--- config.mk ---
export PLATFORM = sky130hd
export DESIGN_NAME = fetch_queue
export DESIGN_NICKNAME = d
export VERILOG_FILES = /design/src/rtl/fetch_queue.sv
export SDC_FILE = /design/constraint.sdc
export NUM_CORES = 1
export LEC_CHECK = 0
export ABC_CLOCK_PERIOD_IN_PS = 6200
export BUFFER_PORTS_ARGS = -buffer_cell sky130_fd_sc_hd__buf_2
export CAP_MARGIN = 20
export CORE_MARGIN = 1.5
export CORE_UTILIZATION = 47
export CTS_CLUSTER_DIAMETER = 60
export DETAILED_ROUTE_END_ITERATION = 7
export PLACE_DENSITY_LB_ADDON = 0.08
export SLEW_MARGIN = 15
export SYNTH_ARGS = -nofsm -noshare
export SYNTH_HDL_FRONTEND = slang
export SYNTH_SLANG_ARGS = --single-unit
--- constraint.sdc ---
create_clock -name clk -period 6.2 [get_ports clk]
set_input_delay 0.31 -clock clk [delete_from_list [all_inputs] [get_ports clk]]
set_output_delay 0.31 -clock clk [all_outputs]
set_load 0.05 [all_outputs]
--- src/rtl/fetch_queue.sv ---
// Fetch stage: PC -> imem word address, fetched {pc,instr} pushed into a DEPTH-entry FIFO; 1-cycle fetch-to-head, redirect clears FIFO.
// Stalls the PC when full and not popped; optional perf counters under FETCH_PERF_EN (ports tied to 0 otherwise).
module fetch_queue #(
  parameter int           N        = 64,
  parameter int           ADDR_W   = 6,
  parameter int           DEPTH    = 4,
  parameter logic [N-1:0] RESET_PC = '0
) (
  input  logic              clk,
  input  logic              reset,
  output logic [ADDR_W-1:0] imem_addr,
  input  logic [31:0]       imem_q,
  input  logic              br_valid,
  input  logic [N-1:0]      br_target,
  output logic              out_valid,
  input  logic              out_ready,
  output logic [31:0]       out_instr,
  output logic [N-1:0]      out_pc,
  output logic [31:0]       perf_fetched,
  output logic [31:0]       perf_flushed
);
  localparam int          PW   = $clog2(DEPTH);
  localparam logic [PW:0] FULL = (PW+1)'(DEPTH);

  logic [N-1:0]  pc_q, pc_d;
  logic [N-1:0]  pc_mem_q    [DEPTH];
  logic [31:0]   instr_mem_q [DEPTH];
  logic [PW-1:0] rd_ptr_q, rd_ptr_d;
  logic [PW-1:0] wr_ptr_q, wr_ptr_d;
  logic [PW:0]   count_q, count_d;
  logic          push, pop;

  assign out_valid = (count_q != '0);
  assign pop       = out_valid && out_ready;
  assign push      = !br_valid && ((count_q < FULL) || pop);
  assign imem_addr = pc_q[ADDR_W+1:2];
  assign out_instr = out_valid ? instr_mem_q[rd_ptr_q] : 32'h0;
  assign out_pc    = out_valid ? pc_mem_q[rd_ptr_q] : '0;

  always_comb begin
    pc_d     = pc_q;
    rd_ptr_d = rd_ptr_q;
    wr_ptr_d = wr_ptr_q;
    count_d  = count_q;
    if (br_valid) begin
      // Redirect wins: any same-cycle pop is discarded along with the queue.
      pc_d     = {br_target[N-1:2], 2'b00};
      rd_ptr_d = '0;
      wr_ptr_d = '0;
      count_d  = '0;
    end else begin
      if (push) begin
        pc_d     = pc_q + N'(4);
        wr_ptr_d = wr_ptr_q + PW'(1);
      end
      if (pop) rd_ptr_d = rd_ptr_q + PW'(1);
      if (push && !pop)      count_d = count_q + (PW+1)'(1);
      else if (pop && !push) count_d = count_q - (PW+1)'(1);
    end
  end

  always_ff @(posedge clk or negedge reset) begin
    if (!reset) begin
      pc_q     <= RESET_PC;
      rd_ptr_q <= '0;
      wr_ptr_q <= '0;
      count_q  <= '0;
      for (int i = 0; i < DEPTH; i++) begin
        pc_mem_q[i]    <= '0;
        instr_mem_q[i] <= '0;
      end
    end else begin
      pc_q     <= pc_d;
      rd_ptr_q <= rd_ptr_d;
      wr_ptr_q <= wr_ptr_d;
      count_q  <= count_d;
      if (push) begin
        pc_mem_q[wr_ptr_q]    <= pc_q;
        instr_mem_q[wr_ptr_q] <= imem_q;
      end
    end
  end

`ifdef FETCH_PERF_EN
  logic [31:0] fetched_q, flushed_q;

  always_ff @(posedge clk or negedge reset) begin
    if (!reset) begin
      fetched_q <= '0;
      flushed_q <= '0;
    end else begin
      fetched_q <= fetched_q + 32'(push);
      if (br_valid) flushed_q <= flushed_q + 32'(count_q);
    end
  end

  assign perf_fetched = fetched_q;
  assign perf_flushed = flushed_q;
`else
  assign perf_fetched = 32'h0;
  assign perf_flushed = 32'h0;
`endif

endmodule

==> results.sh, run 1 <==
export IMPL_die_y_um=217
export IMPL_hold_violations=0
export IMPL_use_met3=0.0326
export IMPL_clk_pin_slew_ns=0.06
export IMPL_num_rows=78
export IMPL_synth_edf_count=0
export IMPL_gr_usage_met1=0.314
export IMPL_p_per_area_nw_per_um2=547
export IMPL_outcome="finished clean"
export IMPL_postSynthAreaPerCell_sq_um=13.1
export IMPL_hold_path_class="in2reg"
export IMPL_wirelength_um=52500
export IMPL_reg2reg_slack_ns=2.91
export IMPL_cts_resized=0
export IMPL_grt_pass1_wl_um=82500
export IMPL_final_antenna_net_count=0
export IMPL_cts_setup_buffers=0
export IMPL_final_area_sq_um=25300
export IMPL_hold_path_end="pc_q[58]"
export IMPL_fin_crit_sh=0.581
export IMPL_rsz0062_at_grt="no"
export IMPL_synthArstFlopShare=1.00
export IMPL_die_w_um=217
export IMPL_synth_flop_cell="dfrtp_1"
export IMPL_yosysWarnings=0
export IMPL_grt_total_usage=0.226
export IMPL_ys_ff_latch=445
export IMPL_synth_cell_area_sq_um=21600
export IMPL_reg2reg_from="count_q[2]"
export IMPL_min_period_ns=3.60
export IMPL_report_final_slew_viol_count=0
export IMPL_root_buffer="clkbuf_16"
export IMPL_via_count=13700
export IMPL_h_tree_depth=2
export IMPL_critPathKind="reg2out"
export IMPL_layout_commonest_cell="dfrtp_1"
export IMPL_drtIter0Drc=864
export IMPL_layout_drive_gt1_share=0.397
export IMPL_overflow=0
export IMPL_worst_slack_ns=2.60
export IMPL_utilization=0.557
export IMPL_grt_pass1_vias=14200
export IMPL_ff2ff_path_depth=5
export IMPL_area_growth_pct=17.1
export IMPL_antenna_cells=0
export IMPL_insertion_delay_ns=0.58
export IMPL_top_usage_layer="met2"
export IMPL_ios=267
export IMPL_crit_chain="buf_4 > mux4_2 > and2_1 > buf_2"
export IMPL_cpPeakStageDelay_ns=0.88
export IMPL_slowest_stage="dfrtp_4"
export IMPL_synth_seq_area_share=0.516
export IMPL_die_area_sq_um=47200
export IMPL_viasPerCell=5.46
export IMPL_crit_fanout=52
export IMPL_leakage_nw=11.0
export IMPL_port_buffers=198
export IMPL_start_util=0.475
export IMPL_whs_path_depth=3
export IMPL_drv_cap=0
export IMPL_drc=0
export IMPL_antenna_found_initial=4
export IMPL_hp_start="br_target[58]"
export IMPL_pre_cts_ws_ns=2.92
export IMPL_finalClockSkew_ns=0.0185
export IMPL_gp_congestion=0.793
export IMPL_crit_path_start_kind="flop"
export IMPL_nets=1973
export IMPL_final_cell_mix="dfrtp_1, mux2_2, buf_2, nand2_1, and2_1"
export IMPL_cp_data_arrival_time_ns=3.29
export IMPL_endpoint_kind="primary output"
export IMPL_setup_viol=0
export IMPL_fmax_mhz=278
export IMPL_p_total_w=0.0138
export IMPL_worstMarginPinSlew_ns=1.06
export IMPL_netlist_instances=1650
export IMPL_wl_per_cell_um=20.9
export IMPL_maxSlewHeadroom=0.291
export IMPL_r2r_end="pc_mem_q[229]"
export IMPL_placed_cell_area_sq_um=22600
export IMPL_first_pass_iters=5
export IMPL_cp_required_ns=5.89
export IMPL_fillers=3889
export IMPL_ir_drop_mv=0.430
export IMPL_grtUsageMet2=0.367
export IMPL_grt_max_degree=145
export IMPL_dp_final_hpwl_um=31600
export IMPL_clock_path_buffers=3
export IMPL_coreArea_sq_um=45400
export IMPL_cts_tree="built"
export IMPL_tns_ns=0
export IMPL_cts_buffers=50
export IMPL_ys_types=58
export IMPL_cts_sinks=445
final cells by class:
type                    count  area, sq um  area share
flip-flops and latches    445        11100       0.441
multi-input cells        1061         9530       0.377
repair buffers            295         1980      0.0784
clock buffers              80         1620      0.0640
well taps                 600          751      0.0297
clock inverters            13          196     0.00777
inverters                  14         52.6     0.00208
synthesized netlist by cell type (14+ instances only):
cell	n	area share
a31oi_1	22	0.0064
and2_1	98	0.028
buf_2	44	0.010
buf_4	74	0.026
clkbuf_1	62	0.011
dfrtp_1	445	0.52
mux2_2	341	0.18
mux4_2	94	0.098
nand2_1	114	0.020
nand3_1	24	0.0056
nand4_1	22	0.0064
nor2_1	38	0.0066
nor4_1	14	0.0041
o21ai_0	83	0.019
xnor2_1	26	0.011
routing by layer:
layer | up-vias | part of all wire
li1 | 6242 | -
met1 | 7095 | 0.46
met3 | 80 | 0.036
met5 | - | 0.00059
met4 | 6 | 0.023
met2 | 269 | 0.48
registers in the layout (all words and copies together), names as in the netlist:
name         cells
pc_q            62
count_q          3
instr_mem_q    128
rd_ptr_q         2
wr_ptr_q         2
pc_mem_q       248
critical path: cells and delay by family (launching register included):
kind / cells / cell delay (ns)
flops: 1 / 0.88
buf+inv: 2 / 1.05
simple gates: 1 / 0.22
mux: 1 / 0.41
per-stage QoR:
step	hold WS (ns)	std cells
global placement	0.377	2330
CTS	0.00127	2508
finish	0.0307	2508
floorplan	0.0144	1715
detailed placement	0.388	2330
global route	0.0139	2508
what timing repair did:
item,4_1_cts,5_1_grt
setup endpoints to repair,0,0
hold buffers,85,0
hold endpoints to repair,261,0
how the worst max path moves through the flow:
stage	slack [ns]	from	endpoint	cells after the start
3_3_place_gp	2.94	out_ready	pc_mem_q[101]	6
6_report	2.60	rd_ptr_q[1]	out_pc[21]	4
2_1_floorplan	3.78	rd_ptr_q[0]	out_pc[34]	5
3_5_place_dp	2.92	count_q[2]	instr_mem_q[4]	5
4_1_cts	2.56	rd_ptr_q[0]	out_pc[13]	4
5_1_grt	2.47	rd_ptr_q[0]	out_pc[6]	4
report_power, final:
part	internal [W]	switching (W)	total [W]
registers	0.00417	0.000757	0.00492
clock network	0.00199	0.00120	0.00318
logic	0.00239	0.00332	0.00571
total	0.00855	0.00527	0.0138
cell families (layout without fill, tap and decap cells):
family / count (synthesis) / count (layout) / synth area share
xor gates and xnor gates: 38 / 38 / 0.0154
muxes: 438 / 438 / 0.277
and+or+nand+nor: 380 / 380 / 0.0972
other: 1 / 66 / 0.000174
DFF: 445 / 445 / 0.516
adders and majority gates: 6 / 6 / 0.00383
buffers and inverters: 209 / 402 / 0.0550
AOI/OAI and AO/OA: 133 / 133 / 0.0348
(Power assumes the default switching activity.)
==> inputs of run 2 (changes only) <==
--- a/config.mk
+++ b/config.mk
@@ -5,7 +5,8 @@
 export SDC_FILE = /design/constraint.sdc
 export NUM_CORES = 1
 export LEC_CHECK = 0
-export ABC_CLOCK_PERIOD_IN_PS = 6200
+export ABC_AREA = 1
+export ABC_CLOCK_PERIOD_IN_PS = 3400
 export BUFFER_PORTS_ARGS = -buffer_cell sky130_fd_sc_hd__buf_2
 export CAP_MARGIN = 20
 export CORE_MARGIN = 1.5
==> constraint.sdc (replaced) <==
create_clock -name clk -period 3.4 [get_ports clk]
set_input_delay 0.17 -clock clk [delete_from_list [all_inputs] [get_ports clk]]
set_output_delay 0.17 -clock clk [all_outputs]
set_load 0.05 [all_outputs]
==> results.sh, run 2 <==
export IMPL_seqCellArea_sq_um=11100
export IMPL_area_growth_pct=17.2
export IMPL_wl_per_cell_um=17.9
export IMPL_grt_pass1_vias=18800
export IMPL_hold_violations=0
export IMPL_p_total_w=0.0245
export IMPL_drc=0
export IMPL_final_area_sq_um=26000
export IMPL_outcome="finished clean"
export IMPL_die_area_sq_um=48500
export IMPL_nets=3190
export IMPL_ios=267
export IMPL_wirelength_um=66900
export IMPL_first_pass_iters=6
export IMPL_crit_chain="inv_4 > buf_12 > o21ai_0 > a21oi_1 > buf_2"
export IMPL_drtIter0Drc=1684
export IMPL_cts_buffers=52
export IMPL_fillers=4399
export IMPL_final_cell_mix="nand2_1, o21ai_0, nor2_1, dfrtp_1, buf_2"
export IMPL_whs_path_depth=5
export IMPL_cp_required_ns=3.23
export IMPL_pre_cts_ws_ns=0.875
export IMPL_ys_types=37
export IMPL_clk_pin_slew_ns=0.05
export IMPL_hold_path_class="in2reg"
export IMPL_dp_final_hpwl_um=42300
export IMPL_synth_cell_area_sq_um=22200
export IMPL_num_rows=79
export IMPL_synthAdderAreaFrac=0.00372
export IMPL_antenna_cells=0
export IMPL_p_clk_frac=0.218
export IMPL_synthArstFlopShare=1.00
export IMPL_fmax_mhz=315
export IMPL_clock_path_buffers=3
export IMPL_endpoint_kind="primary output"
export IMPL_synth_edf_count=0
export IMPL_insertion_delay_ns=0.61
export IMPL_p_per_area_nw_per_um2=944
export IMPL_synth_mux_area_fraction=0
export IMPL_whs_ns=0.156
export IMPL_final_antenna_net_count=0
export IMPL_slowest_stage="dfrtp_4"
export IMPL_viasPerCell=5.35
export IMPL_leakage_nw=12.3
export IMPL_yosysWarnings=0
export IMPL_fin_crit_sh=0.934
export IMPL_tns_ns=0
export IMPL_synth_compound_area_share=0.177
export IMPL_root_buffer="clkbuf_16"
export IMPL_crit_fanout=64
export IMPL_synth_commonest_cells="nand2_1, o21ai_0, nor2_1, dfrtp_1, inv_1"
export IMPL_synthXorXnorAreaFrac=0.00789
export IMPL_via_count=20000
export IMPL_synth_top_cell_area_share=0.502
export IMPL_critPathKind="reg2out"
export IMPL_cts_tree="built"
export IMPL_p_sw_frac=0.453
export IMPL_cp_data_arrival_time_ns=3.01
export IMPL_largest_reg_flops=248
export IMPL_pwr_share_seq=0.366
export IMPL_largestRegisters="pc_mem_q (248), instr_mem_q (128), pc_q (62)"
export IMPL_top_register="pc_mem_q"
export IMPL_multi_input_area_sq_um=9480
export IMPL_grt_pass1_wl_um=105000
export IMPL_worstMarginPinSlew_ns=0.878
export IMPL_overflow=0
export IMPL_ys_ff_latch=445
export IMPL_die_w_um=220
export IMPL_cts_sinks=445
export IMPL_finalClockSkew_ns=0.0185
export IMPL_placed_cell_area_sq_um=23400
export IMPL_synth_top_family_by_area="simple AND/OR/NAND/NOR gates"
export IMPL_crit_path_start_kind="flop"
export IMPL_yosys_top_cells_area="dfrtp_1, o21ai_0, nand2_1"
export IMPL_die_y_um=220
export IMPL_p_switching_w=0.0111
export IMPL_setup_viol=0
export IMPL_grt_total_usage=0.278
export IMPL_synth_top_cell_by_area="dfrtp_1"
export IMPL_layout_commonest_cell="nand2_1"
export IMPL_worst_slack_ns=0.223
export IMPL_gp_congestion=0.914
export IMPL_report_final_slew_viol_count=0
export IMPL_p_int_w=0.0134
export IMPL_netlist_instances=2880
export IMPL_grt_max_degree=117
export IMPL_coreArea_sq_um=46600
export IMPL_postSynthAreaPerCell_sq_um=7.71
export IMPL_synth_flop_cell="dfrtp_1"
export IMPL_rsz0062_at_grt="no"
export IMPL_yosys_area_share_simple=0.225
export IMPL_antenna_found_initial=0
export IMPL_ff2ff_path_depth=10
export IMPL_start_util=0.477
export IMPL_layout_drive_gt1_share=0.112
export IMPL_min_period_ns=3.18
export IMPL_combPwrFrac=0.417
export IMPL_drv_cap=0
export IMPL_cpPeakStageDelay_ns=0.77
export IMPL_ir_drop_mv=0.627
export IMPL_h_tree_depth=2
export IMPL_synth_most_common_cell="nand2_1"
export IMPL_maxSlewHeadroom=0.414
export IMPL_port_buffers=198
export IMPL_synth_seq_area_share=0.502
## run 2: cell types whose count changed after synthesis, sizes merged, moves of 21 or more
cell / delta
clkbuf: +28
a31oi: -21
o21ai: +532
buf: +25
nand2: +533
a21oi: +92
mux4: -94
a22oi: +37
mux2: -341
nand3: +35
xnor2: -25
inv: +140
and2: -96
nor2: +469
## run 2: critical path, delay by kind of cell (launching register included)
family / cells / cell delay [ns]
flops: 1 / 0.77
compound gates: 2 / 0.39
buf+inv: 3 / 1.18
## run 2: worst paths after layout
kind                            slack [ns]            start         endpoint
worst max-delay path                  0.22      rd_ptr_q[0]     out_instr[5]
worst min-delay path                  0.16         br_valid      rd_ptr_q[0]
worst max register to register        0.95          pc_q[3]         pc_q[58]
worst min register to register        0.48  instr_mem_q[73]  instr_mem_q[73]
max in group asynchronous             2.27            reset     pc_mem_q[94]
min in group asynchronous             0.22            reset  instr_mem_q[23]
## run 2: through the flow
step,std cells,util
global placement,3541,0.503
global route,3729,0.558
CTS,3729,0.558
detailed placement,3541,0.503
floorplan,2945,-
finish,3729,0.558
## run 2: what timing repair did
action,4_1_cts,5_1_grt
buffers inserted,0,0
hold buffers,96,0
resized for setup,0,0
hold endpoints to repair,283,0
## run 2: cell type report
type                       instances  share of cell area
clock buffer                      79              0.0582
timing repair buffer             330              0.0926
clock inverter                    13             0.00438
multi-input combinational       2100               0.364
sequential                       445               0.429
inverter                         155              0.0226
tap                              607              0.0292
## run 2: routing by layer
layer	up-vias	wire (um)	global-route usage
met5	-	0	0
met4	0	1820	0.0896
met3	101	4100	0.0364
met2	645	31200	0.446
met1	9600	29800	0.391
li1	9617	-	-
## run 2: logic make-up (layout without fill, tap and decap cells)
kind of cell    count (synthesis)  in the layout
compound gates                763            763
xor+xnor                       20             20
fa+ha+maj                       6              6
buf+inv                       400            577
flops                         445            445
other cells                     1             66
simple gates                 1245           1245
## run 2: power groups by stage
stage	Clock, W	Sequential (W)	Combinational (W)
2_1_floorplan	0	0.00853	0.00780
3_3_place_gp	0	0.00891	0.0100
5_1_grt	0.00569	0.00925	0.0113
6_report	0.00534	0.00897	0.0102
3_5_place_dp	0	0.00900	0.0102
4_1_cts	0.00547	0.00894	0.0103
